## config.mk

```make
export PLATFORM = sky130hd
export DESIGN_NAME = serial_divisibility_detector
export DESIGN_NICKNAME = d
export VERILOG_FILES = /design/src/rtl/divdet_pkg.sv /design/src/rtl/divdet_mod_step_reg.sv /design/src/rtl/serial_divisibility_detector.sv
export SDC_FILE = /design/constraint.sdc
export NUM_CORES = 1
export LEC_CHECK = 0
export BUFFER_PORTS_ARGS = -buffer_cell sky130_fd_sc_hd__buf_2
export CAP_MARGIN = 30
export CORE_MARGIN = 10
export CORE_UTILIZATION = 55
export CTS_BUF_LIST = sky130_fd_sc_hd__clkbuf_2
export DETAILED_ROUTE_END_ITERATION = 16
export GPL_TIMING_DRIVEN = 0
export HOLD_SLACK_MARGIN = 0.08
export PLACE_DENSITY = 0.85
export SYNTH_ARGS = -nofsm -noshare
export SYNTH_HDL_FRONTEND = slang
export SYNTH_SLANG_ARGS = --single-unit
export TNS_END_PERCENT = 20
```

## constraint.sdc

```tcl
create_clock -name clk -period 3.5 [get_ports clk]
set_input_delay 0.35 -clock clk [delete_from_list [all_inputs] [get_ports clk]]
set_output_delay 0.35 -clock clk [all_outputs]
set_load 0.005 [all_outputs]
```

## src/rtl/divdet_pkg.sv

```systemverilog
// Shared types and width helpers for the serial divisibility detector.
// rem_step is the single modular-accumulate step used by both the register and the flag logic.
package divdet_pkg;

    typedef enum logic [1:0] {
        IDLE  = 2'd0,
        SHIFT = 2'd1,
        DONE  = 2'd2
    } state_t;

    function automatic int rem_w(input int d);
        return $clog2(d) + 1;
    endfunction

    function automatic int cnt_w(input int w);
        return $clog2(w + 1);
    endfunction

    // 2r+b < 2d whenever r < d, so one conditional subtract keeps the result in [0, d).
    function automatic int rem_step(input int r, input logic b, input int d);
        int t;
        t = 2 * r + int'(b);
        return (t >= d) ? (t - d) : t;
    endfunction

endpackage

```

## src/rtl/divdet_mod_step_reg.sv

```systemverilog
// Registered running remainder modulo DIV of an MSB-first bit stream.
// Updates one cycle after en_i; clear_i wins over en_i and zeroes the remainder.
module mod_step_reg
    import divdet_pkg::*;
#(
    parameter int DIV = 3
) (
    input  logic                    clk,
    input  logic                    rst_n,
    input  logic                    clear_i,
    input  logic                    en_i,
    input  logic                    bit_i,
    output logic [rem_w(DIV)-1:0]   rem_o
);

    localparam int RW = rem_w(DIV);

    logic [RW-1:0] rem_q;
    logic [RW-1:0] rem_d;

    always_comb begin
        rem_d = rem_q;
        if (clear_i) begin
            rem_d = '0;
        end else if (en_i) begin
            rem_d = RW'(rem_step(int'(rem_q), bit_i, DIV));
        end
    end

    always_ff @(posedge clk or negedge rst_n) begin
        if (!rst_n) begin
            rem_q <= '0;
        end else begin
            rem_q <= rem_d;
        end
    end

    assign rem_o = rem_q;

endmodule

```

## src/rtl/serial_divisibility_detector.sv

```systemverilog
// Serial MSB-first word divisibility check against DIV_A and DIV_B; flags land with done, 1 cycle after the last bit.
// ready only in SHIFT, start always wins over a bit; DIVDET_REMAINDER_OUT_EN exposes the running remainders.
module serial_divisibility_detector
    import divdet_pkg::*;
#(
    parameter int WIDTH = 4,
    parameter int DIV_A = 3,
    parameter int DIV_B = 2
) (
    input  logic                        clk,
    input  logic                        rst_n,
    input  logic                        start,
    input  logic                        bit_valid,
    input  logic                        bit_in,
    output logic                        ready,
    output logic                        busy,
    output logic                        done,
    output logic                        div_a,
    output logic                        div_b
`ifdef DIVDET_REMAINDER_OUT_EN
    ,
    output logic [rem_w(DIV_A)-1:0]     rem_a,
    output logic [rem_w(DIV_B)-1:0]     rem_b
`endif
);

    localparam int CW   = cnt_w(WIDTH);
    localparam int RW_A = rem_w(DIV_A);
    localparam int RW_B = rem_w(DIV_B);

    state_t          state_q, state_d;
    logic [CW-1:0]   count_q, count_d;
    logic            nonzero_q, nonzero_d;
    logic            div_a_q, div_a_d;
    logic            div_b_q, div_b_d;
    logic [RW_A-1:0] rem_a_q;
    logic [RW_B-1:0] rem_b_q;
    logic            accept;
    logic            last_bit;
    logic            nonzero_nxt;
    int              rem_a_fin;
    int              rem_b_fin;

    assign accept      = bit_valid && (state_q == SHIFT) && !start;
    assign last_bit    = accept && (count_q == CW'(WIDTH - 1));
    assign nonzero_nxt = nonzero_q | bit_in;

    // Remainder after the bit being accepted now, so flags are ready together with done.
    assign rem_a_fin = rem_step(int'(rem_a_q), bit_in, DIV_A);
    assign rem_b_fin = rem_step(int'(rem_b_q), bit_in, DIV_B);

    mod_step_reg #(
        .DIV (DIV_A)
    ) u_mod_a (
        .clk     (clk),
        .rst_n   (rst_n),
        .clear_i (start),
        .en_i    (accept),
        .bit_i   (bit_in),
        .rem_o   (rem_a_q)
    );

    mod_step_reg #(
        .DIV (DIV_B)
    ) u_mod_b (
        .clk     (clk),
        .rst_n   (rst_n),
        .clear_i (start),
        .en_i    (accept),
        .bit_i   (bit_in),
        .rem_o   (rem_b_q)
    );

    always_comb begin
        state_d   = state_q;
        count_d   = count_q;
        nonzero_d = nonzero_q;
        div_a_d   = div_a_q;
        div_b_d   = div_b_q;
        ready     = 1'b0;
        busy      = 1'b0;
        done      = 1'b0;

        case (state_q)
            IDLE: begin
                if (start) begin
                    state_d   = SHIFT;
                    count_d   = '0;
                    nonzero_d = 1'b0;
                end
            end
            SHIFT: begin
                ready = 1'b1;
                busy  = 1'b1;
                if (start) begin
                    count_d   = '0;
                    nonzero_d = 1'b0;
                end else if (accept) begin
                    count_d   = count_q + 1'b1;
                    nonzero_d = nonzero_nxt;
                    if (last_bit) begin
                        state_d = DONE;
                        div_a_d = (rem_a_fin == 0) && nonzero_nxt;
                        div_b_d = (rem_b_fin == 0) && nonzero_nxt;
                    end
                end
            end
            DONE: begin
                done = 1'b1;
                if (start) begin
                    state_d   = SHIFT;
                    count_d   = '0;
                    nonzero_d = 1'b0;
                end else begin
                    state_d = IDLE;
                end
            end
            default: begin
                state_d = IDLE;
            end
        endcase
    end

    always_ff @(posedge clk or negedge rst_n) begin
        if (!rst_n) begin
            state_q   <= IDLE;
            count_q   <= '0;
            nonzero_q <= 1'b0;
            div_a_q   <= 1'b0;
            div_b_q   <= 1'b0;
        end else begin
            state_q   <= state_d;
            count_q   <= count_d;
            nonzero_q <= nonzero_d;
            div_a_q   <= div_a_d;
            div_b_q   <= div_b_d;
        end
    end

    assign div_a = div_a_q;
    assign div_b = div_b_q;

`ifdef DIVDET_REMAINDER_OUT_EN
    assign rem_a = rem_a_q;
    assign rem_b = rem_b_q;
`endif

endmodule

```

==> run metrics, run 1 <==
number of H-tree levels=1; CP max FO=10; static power due to leakage=0.4623 nW; Cell Chain, Critical Path=buf_2 -> nand2b_1 -> inv_1 -> buf_4 -> buf_2; clk_lat worst skew=0.26 ns; async set-reset flop share out of synthesis=between 90% and 100%; Max VDD drop=slightly below 0.0003 V; Final WS setup=1.833 ns; Syn. warnings=0; share of power burned in registers=between 40 and 50%; data arrival time of the critical path=1.32 ns; top-level port count=10; Vias=729; number of hold violations in the final report=0; count of pins over their slew limit=0; per-cell routed wire length=14.81 µm; Worst Hold Launch=bit_in; number of buffers added by the clock tree synthesis step=3; number of cells upsized or downsized after cts=0; final setup violation count=0; CP most frequent cell=sky130_fd_sc_hd__buf_2; DIE WIDTH=approximately 60 µm; proportion of power drawn by the clock network=17.2%; number of cell rows=14; fin crit period=1.667 ns; delay of the slowest cell on the worst path=0.40 ns; Final Instance Count excl. Fillers=between 100 and 150; cell internal pwr=around 290 µW; clock root buffer=sky130_fd_sc_hd__clkbuf_2; maximum number of pins on one net before global-route repair=14; adder-cell share of the synthesized area=under 10%; CP max-delay cell=sky130_fd_sc_hd__dfrtp_1; first-pass GRT wire length=roughly 3100 µm; number of sinks handled by clock tree synthesis=13; slew at the pin closest to its max-slew limit=~0.34 ns; simple-gate area share of the yosys netlist=19.91%; most common cell after layout, fill and taps aside=sky130_fd_sc_hd__dfrtp_1; multiplexer share of the synthesized area=1.163%; count of unresolved DRC violations after routing=0; Die H=59.56 µm; residual antenna-violating net count after detailed routing=0; proportion of layout cells with a drive suffix above 1=22.86%; flop and latch count out of synthesis=13; area growth from synthesis to final layout=11.05%; combinational fraction of design power=39.2%; total global-route track usage=10.96%; worst min path class=in -> reg; headroom to the max-slew limit=roughly three quarters; share of the yosys chip area belonging to registers=37.79%; Final GP Congestion=about 0.80; TritonCTS clock tree=yes; initial standard-cell utilization of the core=57.82%; count of flip-flops with a built-in enable after synthesis=0; internal reg-to-reg setup slack=approximately 1.9 ns; fin crit share=47.63%; number of DRC markers in iteration 0=24; Antenna Cells=0; maximum clock rate=0.5998 GHz; worst slack, placed=around 1.8 ns; run status=completed; synthesized net count=101; setup repair after global routing missed its margin=false; power per cell area=roughly 460 mW/mm²; worst hold endpoint=u_mod_b.rem_o[0]$_DFFE_PN0P_; commonest non-fill, non-tap cells in the layout=sky130_fd_sc_hd__dfrtp_1 (13), sky130_fd_sc_hd__buf_2 (12), sky130_fd_sc_hd__inv_1 (9); reg-to-reg critical path endpoint=div_a$_DFFE_PN0P_; share of the synthesized area in compound gates (AO/OA/AOI/OAI)=22.82%; Syn Area/Cell=9.460 µm²; CP Data Required Time=3.15 ns; Hold Path Depth=3; largest family of logic cells by synthesized area=compound AO/OA/AOI/OAI gates; Net Switching=153.4 µW; maximum capacitance violations=0; wire length reported by the detailed router=1792 µm; hpwl dp=1361 µm; type of the setup path with the least slack=reg -> out; Syn Inst Count=between 90 and 100; initial antenna violation count=0; vias per cell=between 6 and 7; clk_skew=roughly 0.0046 ns; first-pass iteration count of the detailed router=4; Remaining Overflow, GRT=0; input/output buffers=9; Bufs on Longest Clock Path=2; main flop type after synthesis=sky130_fd_sc_hd__dfrtp_1; path depth of the worst reg2reg path=5; critical path startpoint category=flop; Core Box Area=roughly 0.0015 mm²; via count of the first global-routing pass=around 760; reg-to-reg startpoint=u_mod_a.rem_o[0]$_DFFE_PN0P_; net switching fraction of the power=34.75%; post-synthesis xor/xnor area fraction=slightly above 1%; Fin Setup TNS=0 ns; die area=0.003547 mm²; post-synthesis instance area=860.8 µm²; final net count=about 120; number of instances in the placed design=between 100 and 150; type of destination of the critical path=output port; count of unique library cells instantiated by Yosys=36; clock-pin slew on the worst setup and hold paths=0.12 ns
[sequential cells by signal, indices dropped and copies added, names as in the netlist]
| register | count |
|---|---|
| count_q | 3 |
| u_mod_a.rem_o | 3 |
| state_q | 2 |
| u_mod_b.rem_o | 2 |
| div_a | 1 |
| div_b | 1 |
| nonzero_q | 1 |
[stage by stage]
stage          power [mW]  hold WS (ns)  util, %  instance area [µm²]
6_report           0.4414        0.3980    64.20                955.9
2_1_floorplan      0.3171       0.05441        -                860.8
5_1_grt            0.4782        0.3873    64.20                955.9
3_3_place_gp       0.3570        0.2521    62.18                925.9
4_1_cts            0.4467        0.3977    64.20                955.9
3_5_place_dp       0.3680        0.2544    62.18                925.9
[critical path: cells and delay by family, from the launching register on]
kind,cells,cell delay [ns]
buf+inv,4,0.50
simple gates,1,0.15
flops,1,0.40
[logic make-up (layout without fill, tap and decap cells)]
group | count (synthesis) | count (layout)
and+or+nand+nor | 27 | 27
muxes | 1 | 1
DFF | 13 | 13
buffers and inverters | 16 | 30
AOI/OAI and AO/OA | 28 | 28
xor gates and xnor gates | 1 | 1
adders and majority gates | 5 | 5
[synth_stat cells, types with 2 or more instances]
cell type,count,area (µm²)
sky130_fd_sc_hd__a21oi_1,7,35.03
sky130_fd_sc_hd__a22o_1,2,17.52
sky130_fd_sc_hd__and3b_1,2,17.52
sky130_fd_sc_hd__buf_2,3,15.01
sky130_fd_sc_hd__buf_4,2,15.01
sky130_fd_sc_hd__buf_6,2,22.52
sky130_fd_sc_hd__dfrtp_1,13,325.3
sky130_fd_sc_hd__ha_1,5,62.56
sky130_fd_sc_hd__inv_1,9,33.78
sky130_fd_sc_hd__nand2_1,6,22.52
sky130_fd_sc_hd__nand2b_1,2,12.51
sky130_fd_sc_hd__nand3_1,3,15.01
sky130_fd_sc_hd__nand3b_1,2,15.01
sky130_fd_sc_hd__nor2_1,2,7.510
sky130_fd_sc_hd__nor2b_1,2,12.51
sky130_fd_sc_hd__nor3_2,2,20.02
sky130_fd_sc_hd__nor4bb_1,2,20.02
sky130_fd_sc_hd__o21ai_0,4,20.02
sky130_fd_sc_hd__o21ai_1,3,15.01
sky130_fd_sc_hd__o31a_1,2,17.52
[repair_timing]
item / in CTS / in global routing
endpoints found under the setup margin: 0 / 0
buffers inserted: 0 / 0
hold buffers: 1 / 0
endpoints found under the hold margin: 13 / 0
[area by class of cell]
type                       count  area, µm²
clock buffer                   4      20.02
timing repair buffer          10      55.05
inverter                       9      33.78
fill                         119      533.0
sequential                    13      325.3
tap                           16      20.02
multi-input combinational     62      449.2
buffer                         7      52.55
[how the worst max path moves through the flow]
| stage | start | end | depth (start not counted) |
|---|---|---|---|
| final | state_q[1]$_DFFE_PN0P_ | ready | 5 |
| after global routing | state_q[1]$_DFFE_PN0P_ | ready | 5 |
| after CTS | state_q[1]$_DFFE_PN0P_ | ready | 5 |
| after detailed placement | bit_in | div_a$_DFFE_PN0P_ | 6 |
| after global placement | bit_in | div_a$_DFFE_PN0P_ | 6 |
| after floorplan | u_mod_a.rem_o[0]$_DFFE_PN0P_ | div_a$_DFFE_PN0P_ | 5 |
[power groups by stage]
stage,Combinational (mW),Clock [mW],Sequential [mW]
floorplan,0.125,0,0.192
global placement,0.164,0,0.193
detailed placement,0.173,0,0.195
CTS,0.175,0.0788,0.193
global route,0.195,0.0875,0.196
finish,0.173,0.0760,0.193
[layer usage]
| layer | global-route usage, % | wire [µm] | part of all wire, % |
|---|---|---|---|
| met1 | 12.07 | 777 | 43 |
| met2 | 18.28 | 897 | 50 |
| met3 | 3.863 | 84 | 4.7 |
| met4 | 5.128 | 33 | 1.8 |
| met5 | 0 | 0 | 0 |
Note: power is estimated with default switching activity, not from simulation.
==> run 2, diff against run 1 <==
Settings changed: ABC_AREA set to 1, CORE_UTILIZATION 55 to 53, PLACE_DENSITY 0.85 to 0.86.
Clock period 3.5 ns to 1.4 ns, I/O delays scaled along.
==> run 2 against run 1 <==
Synthesized area down 6.5%; wire length down 11%; global-route usage fell by 1.2 points; clock-buffer cell count stayed put; synthesized cell count grew 8.8%; combinational power grew to 2.7 times the previous value; clock skew down 0.0041 ns; die area fell by 2.0%; non-clock buffer count is 4 lower; largest power group unchanged; highest routed layer unchanged.
==> run metrics, run 2 <==
number of buffers added by the clock tree synthesis step=3; residual antenna-violating net count after detailed routing=0; post-synthesis instance area=804.5 µm²; Syn. warnings=0; Remaining Overflow, GRT=0; input/output buffers=9; initial standard-cell utilization of the core=54.68%; power per cell area=1231 mW/mm²; DIE WIDTH=58.96 µm; run status=completed; maximum capacitance violations=0; worst min path class=in -> reg; synthesized net count=109; top-level port count=10; clock-pin slew on the worst setup and hold paths=0.12 ns; slew at the pin closest to its max-slew limit=0.2941 ns; maximum clock rate=~0.77 GHz; final net count=126; Antenna Cells=0; maximum number of pins on one net before global-route repair=14; clk_skew=0.0005099 ns; share of the yosys chip area belonging to registers=between 40% and 50%; cell type contributing the most total cell area after synthesis=sky130_fd_sc_hd__dfrtp_1; total global-route track usage=9.783%; count of unresolved DRC violations after routing=0; Syn Area/Cell=8.126 µm²; Core Box Area=0.001471 mm²; leading cell types by count after synthesis=sky130_fd_sc_hd__nand2_1 (29), sky130_fd_sc_hd__dfrtp_1 (13), sky130_fd_sc_hd__inv_1 (10), sky130_fd_sc_hd__nand3_1 (10), sky130_fd_sc_hd__nor2_1 (9); initial antenna violation count=0; main flop type after synthesis=sky130_fd_sc_hd__dfrtp_1; type of the setup path with the least slack=reg -> reg; first-pass iteration count of the detailed router=4; flop and latch count out of synthesis=13; Final GP Congestion=between 0.9 and 1; number of hold violations in the final report=0; number of sinks handled by clock tree synthesis=13; Bufs on Longest Clock Path=2; count of pins over their slew limit=0; number of DRC markers in iteration 0=6; CP max FO=6; setup repair after global routing missed its margin=false; synth top area cells=sky130_fd_sc_hd__dfrtp_1 (40%), sky130_fd_sc_hd__nand2_1 (14%), sky130_fd_sc_hd__ha_1 (7.8%); clk_lat worst skew=about 0.26 ns; wire length reported by the detailed router=1596 µm; first-pass GRT wire length=2670 µm; async set-reset flop share out of synthesis=100.0%; final setup violation count=0; number of H-tree levels=1; critical path startpoint category=flop; count leader, synth=sky130_fd_sc_hd__nand2_1; worst hold slack after final layout=0.2097 ns; proportion of layout cells with a drive suffix above 1=between 20% and 30%; internal reg-to-reg setup slack=0.09 ns; via count of the first global-routing pass=628; Max VDD drop=0.0008319 V; Tot Pwr=~1.1 mW; count of unique library cells instantiated by Yosys=18; area growth from synthesis to final layout=14.00%; headroom to the max-slew limit=80.40%; area share of the leading cell type in the synthesized netlist=40.44%; commonest non-fill, non-tap cells in the layout=sky130_fd_sc_hd__nand2_1 (29), sky130_fd_sc_hd__dfrtp_1 (13), sky130_fd_sc_hd__inv_1 (10), sky130_fd_sc_hd__nand3_1 (10); Die H=just under 60 µm; fin crit period=about 1.3 ns; die area=0.003476 mm²; Fin Setup TNS=0 ns; most common cell after layout, fill and taps aside=sky130_fd_sc_hd__nand2_1; data arrival time of the critical path=roughly 1.5 ns; clock root buffer=sky130_fd_sc_hd__clkbuf_2; fin crit share=93.30%; count of flip-flops with a built-in enable after synthesis=0; type of destination of the critical path=flop; static power due to leakage=slightly above 0.5 nW; CP Data Required Time=1.61 ns; vias per cell=about 5.1; hpwl dp=1256 µm; Syn Inst Count=between 90 and 100; number of cell rows=14; Vias=669; per-cell routed wire length=12.18 µm; TritonCTS clock tree=yes
run 2: final cells by class:
class	count	area [µm²]
Fill cell	140	554.3
Sequential cell	13	325.3
Timing Repair Buffer	12	70.07
Inverter	15	56.30
Buffer	1	7.507
Tap cell	16	20.02
Multi-Input combinational cell	70	417.9
Clock buffer	4	20.02
run 2: logic make-up (layout without fill, tap and decap cells):
kind of cell	Yosys count	after routing	share of synthesized area (%)
AO/OA/AOI/OAI	11	11	9.485
XOR/XNOR	1	1	1.089
AND/OR/NAND/NOR	53	53	33.28
flip-flops	13	13	40.44
buffers and inverters	16	32	7.933
adder cells (fa/ha/maj)	5	5	7.776
run 2: worst max-delay path: stages (launching register included):
cell                      delay (ns)
sky130_fd_sc_hd__dfrtp_1        0.39
sky130_fd_sc_hd__ha_1           0.16
sky130_fd_sc_hd__ha_1           0.16
sky130_fd_sc_hd__nand4_2        0.21
sky130_fd_sc_hd__nor2_1         0.19
sky130_fd_sc_hd__nand3_1        0.09
sky130_fd_sc_hd__nand2_1        0.06
run 2: stage by stage:
step / cells / worst slack (ns) / utilization, % / cell area [µm²]
after floorplan: 99 / 0.2502 / - / 804.5
after global placement: 124 / 0.1532 / 59.10 / 869.6
after detailed placement: 124 / 0.09232 / 59.10 / 869.6
after CTS: 129 / 0.06792 / 61.14 / 899.6
after global routing: 131 / 0.002350 / 62.33 / 917.1
final: 131 / 0.09383 / 62.33 / 917.1
run 2: final timing paths:
| check | start | end | cells after the start |
|---|---|---|---|
| max in group asynchronous | rst_n | u_mod_a.rem_o[1]$_DFFE_PN0P_ | 2 |
| worst max-delay path | count_q[0]$_DFFE_PN0P_ | div_b$_DFFE_PN0P_ | 6 |
| worst max register to register | count_q[0]$_DFFE_PN0P_ | div_b$_DFFE_PN0P_ | 6 |
| min in group asynchronous | rst_n | state_q[0]$_DFFE_PN0P_ | 2 |
| worst min register to register | div_a$_DFFE_PN0P_ | div_a$_DFFE_PN0P_ | 2 |
| worst min-delay path | bit_in | u_mod_b.rem_o[0]$_DFFE_PN0P_ | 3 |
run 2: what timing repair did:
action                                  CTS  global route
endpoints found under the hold margin    13             0
endpoints found under the setup margin    0             1
buffers inserted                          0             2
hold buffers                              1             0
resized for setup                         0             2
run 2: where the power goes:
group,total [mW],switching (mW),internal (mW)
registers,0.472,0.0426,0.430
logic,0.464,0.278,0.186
clock network,0.192,0.117,0.0758
total,1.13,0.437,0.692
run 2: metal layers:
metal | part of all wire, % | vias up | GRT usage, %
li1 | - | 346 | -
met4 | 0.88 | 0 | 3.934
met3 | 3.8 | 2 | 3.226
met1 | 41 | 312 | 10.99
met5 | 0 | - | 0
met2 | 54 | 9 | 16.52
==> run 3, diff against run 2 <==
Settings changed: CORE_UTILIZATION 53 to 52, PLACE_DENSITY 0.86 to 0.85, SYNTH_HIERARCHICAL set to 1.
==> run 3 against run 2 <==
Flip-flop and latch count unchanged; wire length down 5.3%; non-clock buffer count up 2; maximum frequency up 1.4%; total power up 14%; utilization up 4.6 points; worst setup slack better by 0.018 ns; critical endpoint is now u_mod_a/rem_o[1]$_DFFE_PN0P_.
==> run metrics, run 3 <==
commonest non-fill, non-tap cells in the layout=sky130_fd_sc_hd__nand2_1 (29), sky130_fd_sc_hd__inv_1 (14), sky130_fd_sc_hd__dfrtp_1 (13); die area=~0.0034 mm²; Syn. warnings=6; clock root buffer=sky130_fd_sc_hd__clkbuf_2; residual antenna-violating net count after detailed routing=0; worst hold endpoint=u_mod_b/rem_o[1]$_DFFE_PN0P_; synth top area cells=sky130_fd_sc_hd__dfrtp_1 (42%), sky130_fd_sc_hd__nand2_1 (14%), sky130_fd_sc_hd__inv_1 (6.8%); area growth from synthesis to final layout=16.08%; number of cell rows=13; cell class contributing the biggest share of worst-path delay=simple AND/OR/NAND/NOR gates; maximum capacitance violations=0; internal reg-to-reg setup slack=0.11 ns; synthesized net count=111; Fin Setup TNS=0 ns; initial antenna violation count=0; Final GP Congestion=0.8230; via count of the first global-routing pass=662; most common cell after layout, fill and taps aside=sky130_fd_sc_hd__nand2_1; vias per cell=4.956; maximum clock rate=0.7762 GHz; number of instances in the placed design=126; fin crit share=92.02%; worst slack, placed=approximately 0.12 ns; initial standard-cell utilization of the core=57.65%; Syn Inst Count=102; CP most frequent cell=sky130_fd_sc_hd__nor2_2; delay of the slowest cell on the worst path=0.41 ns; number of DRC markers in iteration 0=7; leading cell types by count after synthesis=sky130_fd_sc_hd__nand2_1 (29), sky130_fd_sc_hd__inv_1 (14), sky130_fd_sc_hd__dfrtp_1 (13); Vias=669; met1 routing resource usage after global routing=approximately 11%; wire length reported by the detailed router=between 1500 and 2000 µm; Final Instance Count excl. Fillers=135; cell internal pwr=757.4 µW; sequential standard cell area=325.3 µm²; count of fill cells added during filler insertion=between 100 and 150; flop and latch count out of synthesis=13; count of unique library cells instantiated by Yosys=21; type of the setup path with the least slack=reg -> reg; static power due to leakage=0.5001 nW; critical path startpoint category=flop; CP max-delay cell=sky130_fd_sc_hd__dfrtp_1; reg-to-reg critical path endpoint=u_mod_a/rem_o[1]$_DFFE_PN0P_; number of sinks handled by clock tree synthesis=13; CP Data Required Time=1.61 ns; total global-route track usage=9.656%; Cell Chain, Critical Path=inv_2 -> nor2_4 -> nand3_4 -> inv_4 -> nor2_2 -> nor2_2 -> nand3_1 -> nand2_1; share of the yosys chip area belonging to registers=around two fifths; final setup violation count=0; Worst Hold Launch=start; proportion of layout cells with a drive suffix above 1=roughly a quarter; number of buffers added by the clock tree synthesis step=3; combinational fraction of design power=42.2%; Bufs on Longest Clock Path=2; per-cell routed wire length=11.20 µm; cell type contributing the most total cell area after synthesis=sky130_fd_sc_hd__dfrtp_1; first-pass iteration count of the detailed router=4; count leader, synth=sky130_fd_sc_hd__nand2_1; Final WS setup=0.1117 ns; GRT met2 Usage=15.78%; Net Switching=around 530 µW; CP max FO=6; headroom to the max-slew limit=80.43%; top-level port count=10; net switching fraction of the power=about two fifths; slew at the pin closest to its max-slew limit=0.2935 ns; Antenna Cells=0; async set-reset flop share out of synthesis=100.0%; post-synthesis instance area=778.2 µm²; most congested layer reported by global routing=met2; Remaining Overflow, GRT=0; reg-to-reg startpoint=state_q[0]$_DFFE_PN0P_; worst min path class=in -> reg; share of power burned in registers=43.5%; count of flip-flops with a built-in enable after synthesis=0; Core Box Area=0.001350 mm²; clock-pin slew on the worst setup and hold paths=~0.12 ns; main flop type after synthesis=sky130_fd_sc_hd__dfrtp_1; clk_lat worst skew=0.26 ns; first-pass GRT wire length=2718 µm; hpwl dp=1167 µm; total area of multi-input combinational cells=384.1 µm²; fin crit period=between 1 and 1.5 ns; met3 routing resource usage after global routing=4.936%; number of H-tree levels=1; Syn Area/Cell=7.630 µm²; maximum number of pins on one net before global-route repair=14; data arrival time of the critical path=roughly 1.5 ns; clk_skew=0.003526 ns; count of pins over their slew limit=0; type of destination of the critical path=flop; count of unresolved DRC violations after routing=0; number of hold violations in the final report=0; input/output buffers=9; DIE WIDTH=just under 60 µm; area share of the leading cell type in the synthesized netlist=41.80%; TritonCTS clock tree=yes; Die H=58.69 µm; Max VDD drop=0.0007889 V; final net count=130; proportion of power drawn by the clock network=14.3%; power per cell area=1421 mW/mm²; count of buffer and inverter cells on the critical path=2; run status=completed; Hold Path Depth=2; path depth of the worst reg2reg path=8
==> run 3: power groups by stage <==
stage / clock (mW) / combinational, mW / sequential (mW)
6_report: 0.183 / 0.542 / 0.559
2_1_floorplan: 0 / 0.391 / 0.539
3_3_place_gp: 0 / 0.478 / 0.558
3_5_place_dp: 0 / 0.505 / 0.568
4_1_cts: 0.192 / 0.509 / 0.560
5_1_grt: 0.211 / 0.629 / 0.577
==> run 3: how the worst max path moves through the flow <==
stage                                start                      endpoint  slack (ns)  depth (start not counted)
global route        state_q[0]$_DFFE_PN0P_  u_mod_a/rem_o[0]$_DFFE_PN0P_      -0.009                          8
floorplan           count_q[0]$_DFFE_PN0P_        count_q[2]$_DFFE_PN0P_        0.23                          5
global placement    state_q[0]$_DFFE_PN0P_  u_mod_a/rem_o[0]$_DFFE_PN0P_        0.16                          8
finish              state_q[0]$_DFFE_PN0P_  u_mod_a/rem_o[1]$_DFFE_PN0P_        0.11                          8
detailed placement  state_q[0]$_DFFE_PN0P_  u_mod_a/rem_o[1]$_DFFE_PN0P_        0.12                          8
CTS                 state_q[0]$_DFFE_PN0P_  u_mod_a/rem_o[1]$_DFFE_PN0P_        0.11                          8
==> run 3: repair_timing <==
item                                    CTS  global route
hold buffers                              1             0
hold endpoints to repair                 13             0
buffers inserted                          0             4
endpoints found under the setup margin    0             2
gates resized for setup                   0             1
==> run 3: area by class of cell <==
cell class | instances | share of cell area (%)
multi-input cells | 72 | 42.52
well taps | 15 | 2.078
clock inverters | 1 | 0.5540
plain buffers | 1 | 0.8310
repair buffers | 14 | 9.418
clock buffers | 3 | 1.662
flip-flops and latches | 13 | 36.01
inverters | 16 | 6.925
==> run 3: metal layers <==
| layer | share of wire, % | up-vias | routed length [µm] |
|---|---|---|---|
| li1 | - | 356 | - |
| met1 | 45 | 293 | 678 |
| met2 | 46 | 20 | 697 |
| met3 | 9.1 | 0 | 137 |
| met4 | 0 | 0 | 0 |
| met5 | 0 | - | 0 |
==> run 3: per-stage QoR <==
| step | instance area (µm²) | hold WS, ns | total power, mW | util, % |
|---|---|---|---|---|
| 5_1_grt | 903.4 | 0.1220 | 1.417 | 66.91 |
| 3_3_place_gp | 842.1 | 0.03307 | 1.036 | 62.37 |
| 2_1_floorplan | 778.2 | -0.1556 | 0.9299 | - |
| 6_report | 903.4 | 0.1442 | 1.284 | 66.91 |
| 4_1_cts | 872.1 | 0.1298 | 1.261 | 64.60 |
| 3_5_place_dp | 842.1 | 0.04043 | 1.073 | 62.37 |
==> run 3: kinds of logic after synthesis <==
family	after synthesis	synth area share (%)
and+or+nand+nor	61	37.46
buffers and inverters	17	8.842
DFF	13	41.80
AOI/OAI and AO/OA	6	4.341
adders and majority gates	4	6.431
xor gates and xnor gates	1	1.126
